`config.mk`:
```
export PLATFORM = sky130hd
export DESIGN_NAME = uart_tx_fifo
export DESIGN_NICKNAME = d
export VERILOG_FILES = /design/src/rtl/uart_pkg.sv /design/src/rtl/sync_fifo_param.sv /design/src/rtl/uart_tx_fifo.sv
export SDC_FILE = /design/constraint.sdc
export NUM_CORES = 1
export LEC_CHECK = 0
export BUFFER_PORTS_ARGS = -buffer_cell sky130_fd_sc_hd__buf_2
export CORE_MARGIN = 2
export CORE_UTILIZATION = 45
export CTS_CLUSTER_DIAMETER = 30
export DETAILED_ROUTE_END_ITERATION = 10
export PLACE_DENSITY_LB_ADDON = 0.1
export SYNTH_ARGS = -nofsm -noshare
export SYNTH_HDL_FRONTEND = slang
export SYNTH_HIERARCHICAL = 1
export SYNTH_SLANG_ARGS = --single-unit
```
`constraint.sdc`:
```
create_clock -name clk -period 3 [get_ports clk]
set_input_delay 0.15 -clock clk [delete_from_list [all_inputs] [get_ports clk]]
set_output_delay 0.15 -clock clk [all_outputs]
set_load 0.03 [all_outputs]
```
`src/rtl/uart_pkg.sv`:
```
// Shared UART definitions: frame timing constants and the TX FIFO drain FSM state type.
package uart_pkg;

   localparam int BAUD_COUNTS_9600 = 5210;
   localparam int UART_FRAME_BITS  = 11;

   typedef enum logic [1:0] {
      TXF_IDLE = 2'd0,
      TXF_LOAD = 2'd1,
      TXF_SEND = 2'd2,
      TXF_WAIT = 2'd3
   } tx_fifo_state_t;

endpackage

```
`src/rtl/sync_fifo_param.sv`:
```
// Single-clock FIFO with registered occupancy count, decoded full/empty and a sticky overflow flag.
module sync_fifo_param #(
   parameter int width = 8,
   parameter int depth = 16
) (
   input  logic                    clk,
   input  logic                    n_rst,
   input  logic                    wr_en,
   input  logic [width-1:0]        wr_data,
   input  logic                    rd_en,
   input  logic                    clr_overflow,
   output logic [width-1:0]        rd_data,
   output logic                    full,
   output logic                    empty,
   output logic [$clog2(depth):0]  count,
   output logic                    overflow
);

   localparam int AW = $clog2(depth);
   localparam logic [AW-1:0] PTR_ONE  = AW'(1);
   localparam logic [AW-1:0] PTR_ZERO = AW'(0);
   localparam logic [AW:0]   CNT_ONE  = (AW+1)'(1);
   localparam logic [AW:0]   CNT_ZERO = (AW+1)'(0);
   localparam logic [AW:0]   CNT_FULL = (AW+1)'(depth);

   logic [width-1:0] mem_r [depth];
   logic [AW-1:0]    wr_ptr_r;
   logic [AW-1:0]    rd_ptr_r;
   logic [AW:0]      count_r;
   logic             overflow_r;
   logic             push_s;
   logic             pop_s;

   // Flags come from the count register only, so pushes see the pre-edge full state.
   assign full     = (count_r == CNT_FULL);
   assign empty    = (count_r == CNT_ZERO);
   assign count    = count_r;
   assign overflow = overflow_r;
   assign rd_data  = mem_r[rd_ptr_r];

   // Qualify push/pop against the current flags.
   always_comb begin
      push_s = wr_en && !full;
      pop_s  = rd_en && !empty;
   end

   // Storage array; contents are don't-care after reset because the pointers restart.
   always_ff @(posedge clk) begin
      if (push_s) begin
         mem_r[wr_ptr_r] <= wr_data;
      end
   end

   // Pointers and occupancy; simultaneous push and pop leave the count unchanged.
   always_ff @(posedge clk or negedge n_rst) begin
      if (!n_rst) begin
         wr_ptr_r <= PTR_ZERO;
         rd_ptr_r <= PTR_ZERO;
         count_r  <= CNT_ZERO;
      end else begin
         if (push_s) begin
            wr_ptr_r <= wr_ptr_r + PTR_ONE;
         end
         if (pop_s) begin
            rd_ptr_r <= rd_ptr_r + PTR_ONE;
         end
         case ({push_s, pop_s})
            2'b10:   count_r <= count_r + CNT_ONE;
            2'b01:   count_r <= count_r - CNT_ONE;
            default: count_r <= count_r;
         endcase
      end
   end

   // Sticky overflow; a dropped write takes priority over a clear in the same cycle.
   always_ff @(posedge clk or negedge n_rst) begin
      if (!n_rst) begin
         overflow_r <= 1'b0;
      end else if (wr_en && full) begin
         overflow_r <= 1'b1;
      end else if (clr_overflow) begin
         overflow_r <= 1'b0;
      end else begin
         overflow_r <= overflow_r;
      end
   end

endmodule

```
`src/rtl/uart_tx_fifo.sv`:
```
// Byte buffer feeding the UART transmitter, pacing one frame at a time with a frame-time counter
// because the transmitter exposes no busy indication.
module uart_tx_fifo
   import uart_pkg::*;
#(
   parameter int DEPTH        = 16,
   parameter int FRAME_CYCLES = UART_FRAME_BITS * BAUD_COUNTS_9600,
   parameter int GAP_CYCLES   = 0
) (
   input  logic                    clk,
   input  logic                    n_rst,
   input  logic                    wr_en,
   input  logic [7:0]              wr_data,
   input  logic                    clr_overflow,
   output logic [7:0]              tx_data,
   output logic                    tx_send,
   output logic                    full,
   output logic                    empty,
   output logic [$clog2(DEPTH):0]  count,
   output logic                    busy,
   output logic                    overflow
);

   localparam int FRAME_TOTAL = FRAME_CYCLES + GAP_CYCLES;
   localparam int CW          = $clog2(FRAME_TOTAL + 1);
   localparam logic [CW-1:0] CNT_LAST = CW'(FRAME_TOTAL - 1);
   localparam logic [CW-1:0] CNT_ZERO = CW'(0);
   localparam logic [CW-1:0] CNT_ONE  = CW'(1);

   tx_fifo_state_t state_r;
   tx_fifo_state_t state_nxt_s;
   logic [CW-1:0]  cnt_r;
   logic [7:0]     tx_data_r;
   logic           tx_send_r;
   logic           busy_r;
   logic           rd_en_s;
   logic [7:0]     rd_data_s;
   logic           empty_s;

   sync_fifo_param #(
      .width (8),
      .depth (DEPTH)
   ) u_fifo (
      .clk          (clk),
      .n_rst        (n_rst),
      .wr_en        (wr_en),
      .wr_data      (wr_data),
      .rd_en        (rd_en_s),
      .clr_overflow (clr_overflow),
      .rd_data      (rd_data_s),
      .full         (full),
      .empty        (empty_s),
      .count        (count),
      .overflow     (overflow)
   );

   assign empty   = empty_s;
   assign tx_data = tx_data_r;
   assign tx_send = tx_send_r;
   assign busy    = busy_r;

   // Drain FSM next-state; the FIFO pop is issued only from LOAD.
   always_comb begin
      state_nxt_s = state_r;
      rd_en_s     = 1'b0;
      case (state_r)
         TXF_IDLE: begin
            if (!empty_s) begin
               state_nxt_s = TXF_LOAD;
            end else begin
               state_nxt_s = TXF_IDLE;
            end
         end
         TXF_LOAD: begin
            rd_en_s     = 1'b1;
            state_nxt_s = TXF_SEND;
         end
         TXF_SEND: begin
            state_nxt_s = TXF_WAIT;
         end
         TXF_WAIT: begin
            if (cnt_r == CNT_ZERO) begin
               state_nxt_s = TXF_IDLE;
            end else begin
               state_nxt_s = TXF_WAIT;
            end
         end
         default: begin
            state_nxt_s = TXF_IDLE;
         end
      endcase
   end

   // State plus registered tx_send/busy, which track the state being entered so they align with it.
   always_ff @(posedge clk or negedge n_rst) begin
      if (!n_rst) begin
         state_r   <= TXF_IDLE;
         tx_send_r <= 1'b0;
         busy_r    <= 1'b0;
      end else begin
         state_r   <= state_nxt_s;
         tx_send_r <= (state_nxt_s == TXF_SEND);
         busy_r    <= (state_nxt_s != TXF_IDLE);
      end
   end

   // Output byte is captured on the pop and held until the next frame is loaded.
   always_ff @(posedge clk or negedge n_rst) begin
      if (!n_rst) begin
         tx_data_r <= 8'h00;
      end else if (state_r == TXF_LOAD) begin
         tx_data_r <= rd_data_s;
      end else begin
         tx_data_r <= tx_data_r;
      end
   end

   // Frame-time counter: reloaded in SEND, counts down through WAIT.
   always_ff @(posedge clk or negedge n_rst) begin
      if (!n_rst) begin
         cnt_r <= CNT_ZERO;
      end else if (state_r == TXF_SEND) begin
         cnt_r <= CNT_LAST;
      end else if ((state_r == TXF_WAIT) && (cnt_r != CNT_ZERO)) begin
         cnt_r <= cnt_r - CNT_ONE;
      end else begin
         cnt_r <= cnt_r;
      end
   end

endmodule

```
After elaboration in Yosys (flattened, before gate mapping)
Memories as Yosys holds them, arrays and structs flattened. A register that Yosys moved wholly into a read port is not among the register bits. Cells that the tools add are included. W data, S select, Z words.

Add/subtract/negate cells: 5. Equal/unequal tests: 7. Mux-type cells: 11. Reductions and logical operators: 15.

Operators with widths (count): $mux W16 (2); $logic_not A16 Y1 (1); $reduce_bool A16 Y1 (1); $sub A16 B1 Y16 const B (1); $pmux W5 S2 (1); $add A4 B1 Y4 const B (2); $eq A2 B2 Y1 const B (4); $pmux W2 S4 (1); $reduce_bool A2 Y1 (4); $mux W1 (6); $add A5 B1 Y5 const B (1); $eq A5 B5 Y1 const B (1); $logic_not A5 Y1 (1); $sub A5 B1 Y5 const B (1); $eq A2 B1 Y1 const B (2); $logic_and A1 B1 Y1 (4); $logic_not A1 Y1 (3); $logic_not A2 Y1 (1); $mux W2 (1).

Flip-flop bits (word level): 34. Memory bits (writable): 128. Input bits: 12. Output and inout bits: 18. Word-level logic and storage cells: 47. Memories: 1.

Memory list: u_fifo.mem_r (depth 16, width 8, rd ports 1, clocked after memory_dff 1, write ports 1, RTL line sync_fifo_param.sv:26) `logic [width-1:0] mem_r [depth];`.

Logic depth before layout (Yosys ltp)
Gate-level depths: netlist of run 1.

Depth in word-level cells: 5. Gate-level depth with buffers: 13. Mapped depth without buffers: 12.

By module
Netlist of run 1, hierarchy kept.

Modules (own cells, without submodules): sync_fifo_param (instances 1, cells an instance 335, area each 5816.8 um^2, sequential area each 4194.0 um^2); uart_tx_fifo (instances 1, cells an instance 129, area each 1432.6 um^2, sequential area each 700.7 um^2).

Worst setup path before layout of run 1
No wires, ideal clock.

Kind: register to register. Start: register u_fifo.count_r[1] (netlist: u_fifo/count[1]). End: register u_fifo.count_r[4] (netlist: u_fifo/count[4]). Setup time: 134 ps. Arrival: 2821 ps. Data required time: 2866 ps. Setup slack: 45 ps. Cell stages (with the launch flop): 12. Path buffers: 1. Period minus slack after synthesis: 2955 ps. Cell sequence: dfrtp_1 nor4_2 and2b_1 nor2b_1 buf_2 ha_1 ha_1 nor2b_1 o21ai_0 a21oi_1 or3b_1 xnor2_1.

Longest elaborated chain between the ends: 5. Elaborated cells between the ends (all ways): 12. Classes of those cells: add/sub: 2; eq/ne: 3; mux: 1; reduce/logical: 6.

RTL lines: start: declaration (RTL line sync_fifo_param.sv:29) `logic [AW:0] count_r;`; start signal: assignment (RTL line sync_fifo_param.sv:68) `2'b10: count_r <= count_r + CNT_ONE;`; start signal: assignment (RTL line sync_fifo_param.sv:69) `2'b01: count_r <= count_r - CNT_ONE;`; start signal: assignment (RTL line sync_fifo_param.sv:70) `default: count_r <= count_r;`; $logic_not A5 Y1 (*) (RTL line sync_fifo_param.sv:36) `assign empty = (count_r == CNT_ZERO);`; net empty (RTL line uart_tx_fifo.sv:18) `output logic empty,`; $logic_not A1 Y1 (*) (RTL line sync_fifo_param.sv:44) `pop_s = rd_en && !empty;`; $logic_and A1 B1 Y1 (*) (RTL line sync_fifo_param.sv:44); net u_fifo.pop_s (RTL line sync_fifo_param.sv:32) `logic pop_s;`; $eq A2 B1 Y1 / $eq A2 B2 Y1 (equally long branches) (RTL line sync_fifo_param.sv:67) `case ({push_s, pop_s})`; $pmux W5 S2 / $reduce_bool A2 Y1 (equally long branches).

The timed path passes the listed nets; every way through them passes the cells marked *. A chain may end at the register's enable or synchronous reset.

Worst setup path after layout of run 1
Start: register u_fifo.count_r[0] (netlist: u_fifo/count[0]). End: register u_fifo.count_r[4] (netlist: u_fifo/count[4]).

Longest elaborated chain between the ends: 5. Elaborated cells between the ends (all ways): 12. Classes of those cells: add/sub: 2; eq/ne: 3; mux: 1; reduce/logical: 6.

RTL lines (RTL line): $eq A5 B5 Y1 / $logic_not A5 Y1 (equally long branches) (sync_fifo_param.sv:35, sync_fifo_param.sv:36); $logic_not A1 Y1 (on tied branches) (sync_fifo_param.sv:43, sync_fifo_param.sv:44); $logic_and A1 B1 Y1 (on tied branches) (sync_fifo_param.sv:43, sync_fifo_param.sv:44); $eq A2 B1 Y1 / $eq A2 B2 Y1 (equally long branches) (sync_fifo_param.sv:67); $pmux W5 S2 / $reduce_bool A2 Y1 (equally long branches).

Several ways; a longest one is shown, not always the timed one.

==> results of run 1 <==
[state kept, by name, summed over array words and instances (netlist names)]
name             cells
u_fifo/mem_r       128
cnt_r               16
u_fifo/rd_ptr_r      4
tx_data              8
tx_send              1
u_fifo/wr_ptr_r      4
u_fifo/overflow      1
busy                 1
state_r              2
u_fifo/count         5
[report_power, final]
group	leakage, nW	switching (mW)	internal, mW
sequential	1.62	0.127	2.77
combinational	1.23	0.446	0.236
clock	0.277	0.941	1.17
[routing by layer]
layer,vias to the layer above,part of all wire (%)
li1,1885,-
met1,2089,47
met2,68,48
met3,15,3.4
met4,0,1.4
met5,-,0
[worst max path at each step]
stage	startpoint	end	slack [ns]	cells past startpoint
3_5_place_dp	u_fifo/count[0]$_DFFE_PN0P_	u_fifo/count[4]$_DFFE_PN0P_	0.10	11
3_3_place_gp	u_fifo/count[0]$_DFFE_PN0P_	u_fifo/count[4]$_DFFE_PN0P_	0.20	11
6_report	u_fifo/count[0]$_DFFE_PN0P_	u_fifo/count[4]$_DFFE_PN0P_	0.24	12
5_1_grt	u_fifo/count[0]$_DFFE_PN0P_	u_fifo/count[4]$_DFFE_PN0P_	0.02	12
4_1_cts	u_fifo/count[0]$_DFFE_PN0P_	u_fifo/count[4]$_DFFE_PN0P_	0.08	11
2_1_floorplan	u_fifo/count[1]$_DFFE_PN0P_	u_fifo/count[4]$_DFFE_PN0P_	0.04	11
[synth_stat cells (2+ instances only)]
cell      number
nand4_1        4
a221oi_1       8
and2b_1        2
ha_1          11
mux2i_1       27
o21ai_1        3
mux4_2        16
nor4_4         2
nand2_1       28
nor2_1        19
nand2b_1       2
xnor2_1        9
buf_2          6
and4_1         2
a21oi_1       18
buf_6          6
edfxtp_1     128
a31oi_1        4
inv_1         13
clkbuf_1       7
xor2_1         3
a22o_1         2
nor3_1         7
a22oi_1        8
nand3_1       10
dfrtp_1       42
nor2b_1        5
and3_1         3
o21ai_0       22
mux2_2        16
a21o_1         2
and2_1         4
buf_1          2
o31ai_1        3
[area by class of cell]
| class | instances | area share [%] |
|---|---|---|
| flip-flops and latches | 170 | 59.1 |
| multi-input cells | 258 | 25.9 |
| clock buffers | 19 | 5.23 |
| repair buffers | 54 | 4.23 |
| well taps | 216 | 3.26 |
| clock inverters | 13 | 1.63 |
| inverters | 13 | 0.589 |
[worst max-delay path: cells and delay by family, from the launching register on]
family          cells  cell delay [ns]
fa+ha+maj           2             0.63
buf+inv             2             0.16
simple gates        6             1.20
flops               1             0.45
xor+xnor            1             0.14
compound gates      1             0.08
[repair_timing]
item | 4_1_cts | 5_1_grt
hold endpoints to repair | 43 | 0
endpoints found under the setup margin | 0 | 1
hold buffers | 2 | 0
resized for setup | 0 | 2
[cell usage in the layout (no fill, tap or decap), types with 9 or more instances in the layout]
cell and count:
edfxtp_1 128, dfrtp_1 41, buf_2 29, nand2_1 28
mux2i_1 27, buf_4 22, o21ai_0 21, nor2_1 19
a21oi_1 18, clkbuf_16 17, mux2_2 16, mux4_2 16
inv_1 13, ha_1 11, nand3_1 10, xnor2_1 9
[cells by family (layout without fill, tap and decap cells)]
family | Yosys count | in the layout | synth area share, %
AOI/OAI and AO/OA | 74 | 74 | 6.85
xor gates and xnor gates | 12 | 12 | 1.45
adders and majority gates | 12 | 12 | 2.17
buffers and inverters | 36 | 99 | 2.88
DFF | 170 | 170 | 67.5
muxes | 60 | 60 | 11.4
and+or+nand+nor | 100 | 100 | 7.73
==> reports/qor.csv, run 1 <==
metric;value;unit
maximum number of pins on one net before global-route repair;43;
WL/cell;19.6;um
vias per cell;5.46;
RSZ-0062 raised after global routing;no;
Tot Pwr;5.69;mW
reg2reg end;u_fifo/count[4]$_DFFE_PN0P_;
DRT iter0 DRCs;429;
crit-path cells;nor4_2, nand2_1, and2_1, inv_1, ha_1, inv_1, fa_1, nor2b_1, o21ai_1, nand3_1, or3b_1, xnor2_1;
reg2reg start;u_fifo/count[0]$_DFFE_PN0P_;
hold_sp;clr_overflow;
drt drc;0;
post-route cell area;8280;um2
Final Setup Violations;0;
Die X;131;um
Layout Nets;538;
Core ar.;15800;um2
Yosys top cell area share;53.0;%
fmax;363;MHz
Hold Violations, Final;0;
top cells by area, synth;edfxtp_1 53%, dfrtp_1 14%, mux4_2 5.0%;
fraction of layout cells with a size suffix above 1;24.1;%
P_leak;3.13;nW
Worst-Skew Late Latency;0.42;ns
# rows;46;
Filler cells;1327;
footprint of the multi-input gates;2150;um2
Crit path largest cell delay;0.45;ns
clk slew on worst S/H paths;0.07;ns
syn_area_per_cell;15.6;um2
CTS tree;built;
hold endpoint;u_fifo/overflow$_DFFE_PN0P_;
CP max-delay cell;dfrtp_1;
Reg area;4900;um2
n_diodes;0;
WP data required;3.31;ns
die area;17100;um2
Setup Total Neg Slack;0;ns
CP most frequent cell;inv_1;
synth unique cells;54;
Starting Density;45.8;%
post-synthesis sequential area ratio;67.5;%
startpoint class of the critical path;register;
Hold WS;0.0277;ns
Cell Area, Synth;7250;um2
CTS Sinks;170;
First-pass DRT Iterations;5;
Slew @ Worst Pin;0.929;ns
GRT Total Usage;18.3;%
first-pass GRT wire length;22700;um
PwrDens;687;nW/um2
Synth Flop Type;edfxtp_1;
Placed Area;7690;um2
Gate Count Post-Synth;464;
CTS Buffer Depth;2;
fin util;52.3;%
relative slew slack;38.1;%
Clock Skews;0.00738;ns
cell taking the most area after synthesis;edfxtp_1;
DPL Wire Length;9740;um
vias;4057;
post-route ant nets;0;
Placed Cells;709;
Seq cells post-synth;170;
status;finished, final reports clean;
post-synthesis net count;488;
fin cells;743;
routability cong.;0.770;
period utilisation layout;91.9;%
Hold Path Class;in -> reg;
Boundary Pins;30;
global routing usage on met1;26.1;%
vias in the first global route;3939;
Syn-to-layout area delta;14.2;%
met2 GRT Util;28.3;%
hold depth;3;
Overflow after GRT;0;
GR Layer Usage met3;4.40;%
max-cap violations;0;
worst slack, placed;0.102;ns
VDD IR max;0.000416;V
number of buffers created by CTS;17;
H-tree depth;4;
GR peak layer;met2;
CP endpoint kind;register;
Crit Path Class;reg -> reg;
max-slew violation count;0;
r2r setup slk;0.24;ns
Post-synth EDFFs;128;
synth warn;6;
root buf cell;clkbuf_16;
initial antenna violation count;0;
DRT Wirelength;14600;um
min Tclk post-route;2.76;ns
post-CTS setup buffer count;0;
Reg2Reg Depth;12;
largest fanout on the critical path;5;
Die H;131;um
input/output buffers;29;
WP data arrival;3.06;ns
setup ws final;0.242;ns
Post-synth ARST share;24.7;%
Note: power is estimated with default switching activity, not from simulation.
==> run 2: changes to the inputs <==
Clock period 3 ns to 2.8 ns, I/O delays scaled along.
==> run 2 against run 1 <==
Global-route usage up 0.35 points. Power up 8.6%. Hold slack worse by 0.0031 ns. Combinational power up 12%. Flip-flop and latch count unchanged. Setup slack worse by 0.077 ns.
==> reports/qor.csv, run 2 (synthesized netlist as in run 1, its figures left out) <==
metric;value;unit
fraction of layout cells with a size suffix above 1;25.6;%
WL/cell;19.9;um
min Tclk post-route;2.63;ns
CTS tree;built;
Reg2Reg Depth;12;
switching pwr;1.62;mW
Final Setup Violations;0;
die area;17100;um2
VDD IR max;0.000589;V
Placed Area;7720;um2
DRT iter0 DRCs;286;
Starting Density;45.8;%
RSZ-0062 raised after global routing;no;
CTS Buffer Depth;2;
vias in the first global route;3993;
post-route ant nets;0;
CP max-delay cell;dfrtp_2;
H-tree depth;4;
CP endpoint kind;register;
relative slew slack;39.7;%
Comb pwr share;12.3;%
drt drc;0;
fin util;52.8;%
total stage count of the critical path;12;
clk slew on worst S/H paths;0.07;ns
max reg flops;128;
input/output buffers;29;
r2r setup slk;0.17;ns
P_leak;3.16;nW
Clock Skews;0.0108;ns
root buf cell;clkbuf_16;
startpoint class of the critical path;register;
switching share of power;26.2;%
number of buffers created by CTS;17;
period utilisation layout;94.1;%
Worst-Skew Late Latency;0.42;ns
CTS Sinks;170;
max-cap violations;0;
Boundary Pins;30;
largest fanout on the critical path;4;
Hold Violations, Final;0;
Crit path largest cell delay;0.44;ns
maximum number of pins on one net before global-route repair;52;
DPL Wire Length;9870;um
Int Pwr;4.56;mW
initial antenna violation count;0;
# rows;46;
crit-path cells;nor4_4, nand2_1, and2_1, inv_1, ha_4, inv_1, fa_1, nor2b_1, o21ai_1, nand3_1, or3b_1, xnor2_1;
CP most frequent cell;inv_1;
WP data required;3.11;ns
Die H;131;um
most frequent cells in the layout;128 x edfxtp_1, 39 x dfrtp_1, 29 x buf_2, 28 x nand2_1, 27 x mux2i_1;
Die X;131;um
Setup crit end;u_fifo/count[4]$_DFFE_PN0P_;
Overflow after GRT;0;
Slew @ Worst Pin;0.897;ns
WP data arrival;2.94;ns
hold_sp;clr_overflow;
Crit Path Class;reg -> reg;
Sequential Power Share;50.4;%
n_diodes;0;
reg2reg end;u_fifo/count[4]$_DFFE_PN0P_;
GRT Total Usage;18.7;%
Setup Total Neg Slack;0;ns
First-pass DRT Iterations;5;
vias per cell;5.34;
Core ar.;15800;um2
first-pass GRT wire length;23000;um
Syn-to-layout area delta;15.3;%
WP buf/inv;2;
status;finished, final reports clean;
fmax;380;MHz
vias;3986;
post-route cell area;8360;um2
CP startpoint;u_fifo/count[1]$_DFFE_PN0P_;
Top Family by Delay on Critical Path;simple AND/OR/NAND/NOR gates;
max-slew violation count;0;
register with the most flip-flops;u_fifo/mem_r;
most common cell after layout, fill and taps aside;edfxtp_1;
PwrDens;740;nW/um2
DRT Wirelength;14900;um
reg2reg start;u_fifo/count[1]$_DFFE_PN0P_;
clock share of power;37.3;%
Hold Path Class;in -> reg;
routability cong.;0.789;
Layout Nets;542;
Hold WS;0.0246;ns
run 2: metal layers:
metal / vias to the layer above / track usage [%] / share of wire [%] / wire length, um
met4: 0 / 6.45 / 1.7 / 255
met5: - / 0 / 0 / 0
met2: 67 / 29.4 / 49 / 7330
li1: 1885 / - / - / -
met3: 16 / 4.23 / 3.6 / 530
met1: 2018 / 25.9 / 46 / 6790
run 2: worst min path at each step:
| stage | endpoint | slack [ns] | cells after the start |
|---|---|---|---|
| 6_report | u_fifo/overflow$_DFFE_PN0P_ | 0.02 | 3 |
| 5_1_grt | u_fifo/overflow$_DFFE_PN0P_ | 0.01 | 3 |
| 4_1_cts | u_fifo/overflow$_DFFE_PN0P_ | 0.005 | 3 |
| 3_5_place_dp | cnt_r[4]$_DFFE_PN0P_ | 0.24 | 1 |
| 3_3_place_gp | cnt_r[4]$_DFFE_PN0P_ | 0.24 | 1 |
| 2_1_floorplan | busy$_DFF_PN0_ | -0.16 | 0 |
run 2: area by class of cell:
class,instances,area [um2]
sequential,170,4900
multi-input combinational,258,2180
tap,216,270
timing repair buffer,58,380
clock inverter,12,129
inverter,13,48.8
fill,1321,7470
clock buffer,20,457
run 2: timing repair:
action	4_1_cts	5_1_grt
endpoints found under the setup margin	1	1
buffers inserted	0	1
hold buffers	2	0
gates resized for setup	1	4
hold endpoints to repair	31	0
run 2: worst reg2reg max path: cells and delay by family (launching register included):
| kind | cells | cell delay [ns] |
|---|---|---|
| and+or+nand+nor | 6 | 1.14 |
| adders and majority gates | 2 | 0.56 |
| DFF | 1 | 0.44 |
| buffers and inverters | 2 | 0.16 |
| xor gates and xnor gates | 1 | 0.13 |
| AOI/OAI and AO/OA | 1 | 0.09 |
run 2: power by group through the flow:
stage	sequential, mW	combinational (mW)	clock [mW]
2_1_floorplan	3.18	0.415	0
3_3_place_gp	3.14	0.731	0
3_5_place_dp	3.16	0.740	0
4_1_cts	3.11	0.747	2.35
5_1_grt	3.14	0.844	2.46
6_report	3.11	0.762	2.31
run 2: stage by stage:
stage               instances  total power [mW]  setup WS, ns
floorplan                 464              3.59        0.0325
global placement          712              3.87        0.0905
detailed placement        712              3.90       -0.0918
CTS                       746              6.20        0.0302
global route              747              6.44        0.0107
finish                    747              6.18         0.166
